File: config.mk
export PLATFORM = sky130hd
export DESIGN_NAME = reg_scoreboard
export DESIGN_NICKNAME = d
export VERILOG_FILES = /design/src/rtl/reg_scoreboard_pkg.sv /design/src/rtl/sb_counter.sv /design/src/rtl/reg_scoreboard.sv
export SDC_FILE = /design/constraint.sdc
export NUM_CORES = 1
export LEC_CHECK = 0
export CAP_MARGIN = 20
export CORE_ASPECT_RATIO = 1.5
export CORE_MARGIN = 4
export CORE_UTILIZATION = 60
export DETAILED_ROUTE_END_ITERATION = 7
export GPL_TIMING_DRIVEN = 0
export HOLD_SLACK_MARGIN = 0.1
export PLACE_DENSITY_LB_ADDON = 0.12
export SLEW_MARGIN = 5
export SYNTH_ARGS = -nofsm -noshare
export SYNTH_HDL_FRONTEND = slang
export SYNTH_SLANG_ARGS = --single-unit
export TNS_END_PERCENT = 30
File: constraint.sdc
create_clock -name clk -period 6.29 [get_ports clk]
set_clock_uncertainty 0.05 [all_clocks]
set_input_delay 1.258 -clock clk [delete_from_list [all_inputs] [get_ports clk]]
set_output_delay 1.258 -clock clk [all_outputs]
set_load 0.01 [all_outputs]
File: src/rtl/reg_scoreboard_pkg.sv
// -----------------------------------------------------------------------------
// reg_scoreboard_pkg
// Shared defaults and helpers for the register-busy scoreboard.
//   SB_NUM_REGS / SB_REGNOBITS / SB_CNT_BITS / SB_NUM_WB / SB_WB_BYPASS :
//     default parameter values for reg_scoreboard and sb_counter.
//   wb_lsb()   : bit offset of writeback port k inside the packed wb_regno bus.
//   dec_bits() : width needed to count how many WB ports hit one register.
// -----------------------------------------------------------------------------
package reg_scoreboard_pkg;

    localparam int unsigned SB_NUM_REGS  = 32;
    localparam int unsigned SB_REGNOBITS = 5;
    localparam int unsigned SB_CNT_BITS  = 2;
    localparam int unsigned SB_NUM_WB    = 1;
    localparam int unsigned SB_WB_BYPASS = 1;

    // Port k of wb_regno occupies [k*regnobits +: regnobits].
    function automatic int unsigned wb_lsb(input int unsigned port,
                                           input int unsigned regnobits);
        return port * regnobits;
    endfunction

    // Up to num_wb ports may hit one register in a cycle: needs 0..num_wb.
    function automatic int unsigned dec_bits(input int unsigned num_wb);
        return $clog2(num_wb + 1);
    endfunction

endpackage

File: src/rtl/sb_counter.sv
// -----------------------------------------------------------------------------
// sb_counter
// Pending-write counter for one architectural register.
//   clk       : rising-edge clock
//   reset     : asynchronous active-low reset
//   inc       : one new write allocated this cycle
//   dec_cnt   : number of writeback ports retiring this register this cycle
//   count     : registered pending-write count
//   busy      : registered (count != 0)
//   busy_next : combinational (next count != 0), used for the global empty flag
//   underflow : combinational, more retires than registered pending writes
// Decrements beyond the registered count are dropped; the result saturates
// at the counter maximum.
// -----------------------------------------------------------------------------
module sb_counter
    import reg_scoreboard_pkg::*;
#(
    parameter int unsigned CNT_BITS = SB_CNT_BITS,
    parameter int unsigned DEC_BITS = 1
) (
    input  logic                clk,
    input  logic                reset,
    input  logic                inc,
    input  logic [DEC_BITS-1:0] dec_cnt,
    output logic [CNT_BITS-1:0] count,
    output logic                busy,
    output logic                busy_next,
    output logic                underflow
);

    localparam int unsigned W = ((CNT_BITS > DEC_BITS) ? CNT_BITS : DEC_BITS) + 1;
    localparam logic [W-1:0] CNT_MAX = W'((1 << CNT_BITS) - 1);

    logic [CNT_BITS-1:0] r_count;
    logic                r_busy;

    logic [W-1:0]        w_cur;
    logic [W-1:0]        w_dec;
    logic [W-1:0]        w_take;
    logic [W-1:0]        w_sum;
    logic [CNT_BITS-1:0] w_next;

    always_comb begin
        w_cur  = W'(r_count);
        w_dec  = W'(dec_cnt);
        // Only as many retires as were actually pending can be applied.
        w_take = (w_dec > w_cur) ? w_cur : w_dec;
        w_sum  = w_cur + W'(inc) - w_take;
        w_next = (w_sum > CNT_MAX) ? CNT_MAX[CNT_BITS-1:0] : w_sum[CNT_BITS-1:0];
    end

    always_ff @(posedge clk or negedge reset) begin
        if (!reset) begin
            r_count <= '0;
            r_busy  <= 1'b0;
        end else begin
            r_count <= w_next;
            r_busy  <= |w_next;
        end
    end

    assign count     = r_count;
    assign busy      = r_busy;
    assign busy_next = |w_next;
    assign underflow = (w_dec > w_cur);

endmodule

File: src/rtl/reg_scoreboard.sv
// -----------------------------------------------------------------------------
// reg_scoreboard
// Register-busy scoreboard for decode: a saturating pending-write counter per
// architectural register (register 0 untracked), NUM_WB writeback ports and an
// optional same-cycle writeback bypass for read hazards.
//   clk, reset      : clock, asynchronous active-low reset
//   dec_valid       : decode holds a valid instruction
//   dec_use_rs1/rs1 : rs1 read enable and index
//   dec_use_rs2/rs2 : rs2 read enable and index
//   dec_wr_reg/rd   : rd write enable and index
//   flush           : squash the instruction in decode this cycle
//   wb_valid        : per-port writeback strobes
//   wb_regno        : per-port writeback indices, port k at [k*REGNOBITS +: REGNOBITS]
//   stall, issue    : combinational decode handshake
//   busy            : registered per-register (count != 0), bit 0 always 0
//   sb_empty        : registered, no pending writes anywhere
//   err_underflow   : sticky, a writeback hit a register with too few pending writes
// -----------------------------------------------------------------------------
module reg_scoreboard
    import reg_scoreboard_pkg::*;
#(
    parameter int unsigned NUM_REGS  = SB_NUM_REGS,
    parameter int unsigned REGNOBITS = SB_REGNOBITS,
    parameter int unsigned CNT_BITS  = SB_CNT_BITS,
    parameter int unsigned NUM_WB    = SB_NUM_WB,
    parameter int unsigned WB_BYPASS = SB_WB_BYPASS
) (
    input  logic                        clk,
    input  logic                        reset,
    input  logic                        dec_valid,
    input  logic                        dec_use_rs1,
    input  logic [REGNOBITS-1:0]        dec_rs1,
    input  logic                        dec_use_rs2,
    input  logic [REGNOBITS-1:0]        dec_rs2,
    input  logic                        dec_wr_reg,
    input  logic [REGNOBITS-1:0]        dec_rd,
    input  logic                        flush,
    input  logic [NUM_WB-1:0]           wb_valid,
    input  logic [NUM_WB*REGNOBITS-1:0] wb_regno,
    output logic                        stall,
    output logic                        issue,
    output logic [NUM_REGS-1:0]         busy,
    output logic                        sb_empty,
    output logic                        err_underflow
);

    localparam int unsigned DCW = dec_bits(NUM_WB);
    localparam int unsigned CW  = ((CNT_BITS > DCW) ? CNT_BITS : DCW) + 1;
    localparam logic [CNT_BITS-1:0] CNT_MAX = '1;

    // Per-register state lives in sb_counter cells; index 0 has no cell.
    logic [CNT_BITS-1:0] w_count [1:NUM_REGS-1];
    logic [DCW-1:0]      w_match [1:NUM_REGS-1];
    logic [NUM_REGS-1:1] w_inc;
    logic [NUM_REGS-1:1] w_busy;
    logic [NUM_REGS-1:1] w_busy_next;
    logic [NUM_REGS-1:1] w_uflow;
    logic [NUM_REGS-1:1] w_eff_nz;

    logic w_rs1_hz;
    logic w_rs2_hz;
    logic w_rd_sat;
    logic w_raw;
    logic w_waw_sat;
    logic w_alloc;

    logic r_empty;
    logic r_err;

    // Count writeback hits per register; out-of-range indices match nothing.
    always_comb begin
        for (int unsigned r = 1; r < NUM_REGS; r++) begin
            w_match[r] = '0;
            for (int unsigned k = 0; k < NUM_WB; k++) begin
                if (wb_valid[k] &&
                    (wb_regno[wb_lsb(k, REGNOBITS) +: REGNOBITS] == REGNOBITS'(r))) begin
                    w_match[r] = w_match[r] + DCW'(1);
                end
            end
        end
    end

    // Source/destination lookup by comparison rather than array indexing,
    // so index 0 and indices >= NUM_REGS fall through as "no hazard".
    always_comb begin
        w_rs1_hz = 1'b0;
        w_rs2_hz = 1'b0;
        w_rd_sat = 1'b0;
        for (int unsigned r = 1; r < NUM_REGS; r++) begin
            if (dec_rs1 == REGNOBITS'(r)) w_rs1_hz = w_eff_nz[r];
            if (dec_rs2 == REGNOBITS'(r)) w_rs2_hz = w_eff_nz[r];
            if (dec_rd  == REGNOBITS'(r)) w_rd_sat = (w_count[r] == CNT_MAX);
        end
    end

    always_comb begin
        w_raw     = (dec_use_rs1 && w_rs1_hz) || (dec_use_rs2 && w_rs2_hz);
        // Saturation looks at the registered count only: a retire this cycle
        // does not free a slot until the next cycle.
        w_waw_sat = dec_wr_reg && w_rd_sat;
        stall     = dec_valid && (w_raw || w_waw_sat || flush);
        issue     = dec_valid && !stall;
        w_alloc   = issue && dec_wr_reg && (dec_rd != '0);
    end

    for (genvar g = 1; g < NUM_REGS; g++) begin : g_cell
        assign w_inc[g] = w_alloc && (dec_rd == REGNOBITS'(g));

        if (WB_BYPASS != 0) begin : g_byp
            assign w_eff_nz[g] = (CW'(w_count[g]) > CW'(w_match[g]));
        end else begin : g_nobyp
            assign w_eff_nz[g] = |w_count[g];
        end

        sb_counter #(
            .CNT_BITS (CNT_BITS),
            .DEC_BITS (DCW)
        ) u_cnt (
            .clk       (clk),
            .reset     (reset),
            .inc       (w_inc[g]),
            .dec_cnt   (w_match[g]),
            .count     (w_count[g]),
            .busy      (w_busy[g]),
            .busy_next (w_busy_next[g]),
            .underflow (w_uflow[g])
        );
    end

    always_ff @(posedge clk or negedge reset) begin
        if (!reset) begin
            r_empty <= 1'b1;
            r_err   <= 1'b0;
        end else begin
            r_empty <= ~|w_busy_next;
            r_err   <= r_err | (|w_uflow);
        end
    end

    assign busy          = {w_busy, 1'b0};
    assign sb_empty      = r_empty;
    assign err_underflow = r_err;

endmodule

==> results.ini <==
[cts]
cts_tree=done
numClockSinks=95
htree_levels=3
cts_max_path_buffers=2
cts_root_buf=clkbuf_16
worstSkewPairLatency_ps=350
cts_made_buffers=9
clkTransAtPathRegs_ps=80

[power_and_ir_drop]
p_seq_frac=0.341
ir_worst_vdd_v=0.000168
power_frac_clock=0.193
combPwrFrac=0.466
p_int_mw=1.72
power_density_mw_per_mm2=271
switching_share=0.403
p_sw_mw=1.16
p_leak_nw=4.17

[final_layout]
area.growth.synth_to_final_pct=24.4
layout_common_cells=109 x nand2_1, 94 x dfrtp_1, 89 x ha_1
layout-drive-gt1-share=0.217
fin_area_mm2=0.0106
diodes=0
nNetsFinal=1284
nFillCells=998
final_common_cell=nand2_1
fin_util=0.758

[timing]
setup_viol=2
fmax_mhz=156
rsz0062_at_grt=true
layout_setup_ws_ps=-136
holdWs_ps=577
slew_violations=0
min_period_over_period=1.02
relSlewSlack=0.353
hold_viol_final=0
finalSetupTns_ps=-263
worst_pin_slew_ps=963
min_period_ps=6430

[yosys]
synth-simple-area-share=0.264
post_synth_main_area_contributors=dfrtp_1 28%, ha_1 14%, fa_1 7.3%
synth_edf_count=0
synth_seq_cells=95
syn-instance-count=1007
synthMuxAreaShare=0.00777
async_flop_share=1.00
synth.top_cell.area_share=0.276
netlist_area_mm2=0.00853
ys_warn_count=0
synth_adder_area_share=0.209
yosysTopAreaCell=dfrtp_1
synth_cell_types=72
synth-seq-area-share=0.279
syn_nets=1159
syn_avg_cell_area_um2=8.47
synthFlopType=dfrtp_1
synth-compound-area-share=0.111
synth_xor_xnor_area_share=0.0318
synth_top_family_by_area=simple AND/OR/NAND/NOR gates

[placement]
gp_congestion=1.08
pre_cts_ws_ps=-2450
dpl_cell_area_mm2=0.00940
port-buffer-count=60
post-dp-hpwl_um=22300

[status]
status=finished, violations left
violations=negative setup slack

[die]
core_mm2=0.0140
die_h_um=154
rows=53
io_pins=64
dieArea_mm2=0.0162
initial_utilization=0.610
dieWidth_um=105

[setup_path]
cp-end-kind=register
cp.arrival_ps=6660
worstSetupPathType=primary input to register
critPathMaxFanout=4
regToRegEndpoint=sb_empty
cp-start-kind=primary input
reg2reg_from=g_cell[13].u_cnt.count[1]
cp_data_required_time_ps=6520
r2r_slack_ps=1090
worstRegToRegCells=21

[route]
via_count=8323
ant_nets=0
post-route-drc-count=0
routedWlPerCell_um=22.7
viasPerCell=6.26
wirelength_um=30200
dr.pass1.iters=6
drt_iter0_drc=954

[grt]
grt_usage=0.376
antenna_found_initial=0
grt_pass1_vias=8471
grt_pass1_wl_um=46600
grt_max_degree=52
grt-ovfl-total=0

[min_path]
holdPathStages=2
hp-start=g_cell[26].u_cnt.count[1]
hold_path.class=register to register
holdPathEnd=g_cell[26].u_cnt.count[0]

[job]
cap_viol_max_count=0

state kept, by name, summed over array words and instances (netlist names):
| name | cells |
|---|---|
| g_cell.u_cnt.count | 62 |
| g_cell.u_cnt.busy | 31 |
| err_underflow | 1 |
| sb_empty | 1 |
cells by family (layout without fill, tap and decap cells):
kind of cell | after synthesis | after routing
compound gates | 142 | 142
xor+xnor | 31 | 31
fa+ha+maj | 124 | 124
buf+inv | 178 | 308
flops | 95 | 95
mux | 5 | 5
other cells | 1 | 1
simple gates | 431 | 431
power groups by stage:
stage	Sequential [mW]	Combinational [mW]	Clock [mW]
finish	0.981	1.34	0.553
global route	1.00	1.47	0.580
CTS	0.963	1.21	0.555
detailed placement	0.966	1.04	0
global placement	0.961	0.992	0
floorplan	0.897	0.731	0
final cells by class:
type                       instances  area, um^2  share of cell area
clock buffer                      11         253              0.0238
tap                              192         240              0.0226
timing repair buffer             115        1020              0.0964
inverter                          77         289              0.0272
sequential                        95        2380               0.224
clock inverter                     5        40.0             0.00377
buffer                           100         613              0.0578
multi-input combinational        734        5780               0.544
per-stage QoR:
step	power (mW)	std cells
after detailed placement	2.00	1260
final	2.87	1329
after global routing	3.05	1329
after CTS	2.73	1318
after floorplan	1.63	1007
after global placement	1.95	1259
worst max-delay path, stage by stage:
cell,delay [ps]
buf_2,130
nand2b_4,200
nor3b_4,380
buf_4,180
nand2_2,70
ha_4,170
nor2_4,170
a21oi_2,90
a2111oi_4,410
o221ai_2,170
a22oi_2,240
buf_4,170
clkbuf_8,130
buf_4,120
buf_4,120
nand4_1,110
ha_1,330
inv_1,70
ha_1,140
inv_1,50
fa_2,390
xnor2_2,180
nand2_1,120
or2_4,250
or4_4,400
or4_4,430
nor3_2,180
cells in the mapped netlist (5+ instances only):
library cell,count
nand2b_1,43
a31oi_1,8
or4_1,7
clkbuf_1,59
nand3b_1,11
inv_1,77
o21bai_1,5
nor2b_1,10
nand4_1,29
nor3_1,50
nor4_1,13
or2_2,35
nand2_1,113
a21oi_1,24
ha_1,93
dfrtp_1,94
nor2_1,64
o21ai_0,43
fa_1,31
a211oi_1,6
a2111oi_0,7
xnor2_1,31
o311ai_0,7
nand3_1,22
buf_4,33
worst max path at each step:
stage / end / slack [ps] / start / cells after the start
after floorplan: sb_empty / 140 / wb_regno[3] / 23
after global placement: sb_empty / -2420 / wb_regno[3] / 23
after detailed placement: sb_empty / -2450 / wb_regno[3] / 23
after CTS: sb_empty / 1 / wb_regno[3] / 25
after global routing: sb_empty / -230 / wb_regno[3] / 26
final: sb_empty / -140 / wb_regno[3] / 27
routing by layer:
metal	wire (um)	GRT usage	vias up
met2	14100	0.617	519
li1	-	-	3691
met4	2690	0.266	0
met3	2850	0.0840	178
met5	0	0	-
met1	10500	0.431	3935
timing repair:
| item | in CTS | in global routing |
|---|---|---|
| pin swaps | 31 | 32 |
| endpoints found under the setup margin | 95 | 2 |
| setup buffers | 43 | 11 |
| gates resized for setup | 114 | 57 |
| hold buffers | 0 | 0 |
Power figures use the tool's default switching activity.
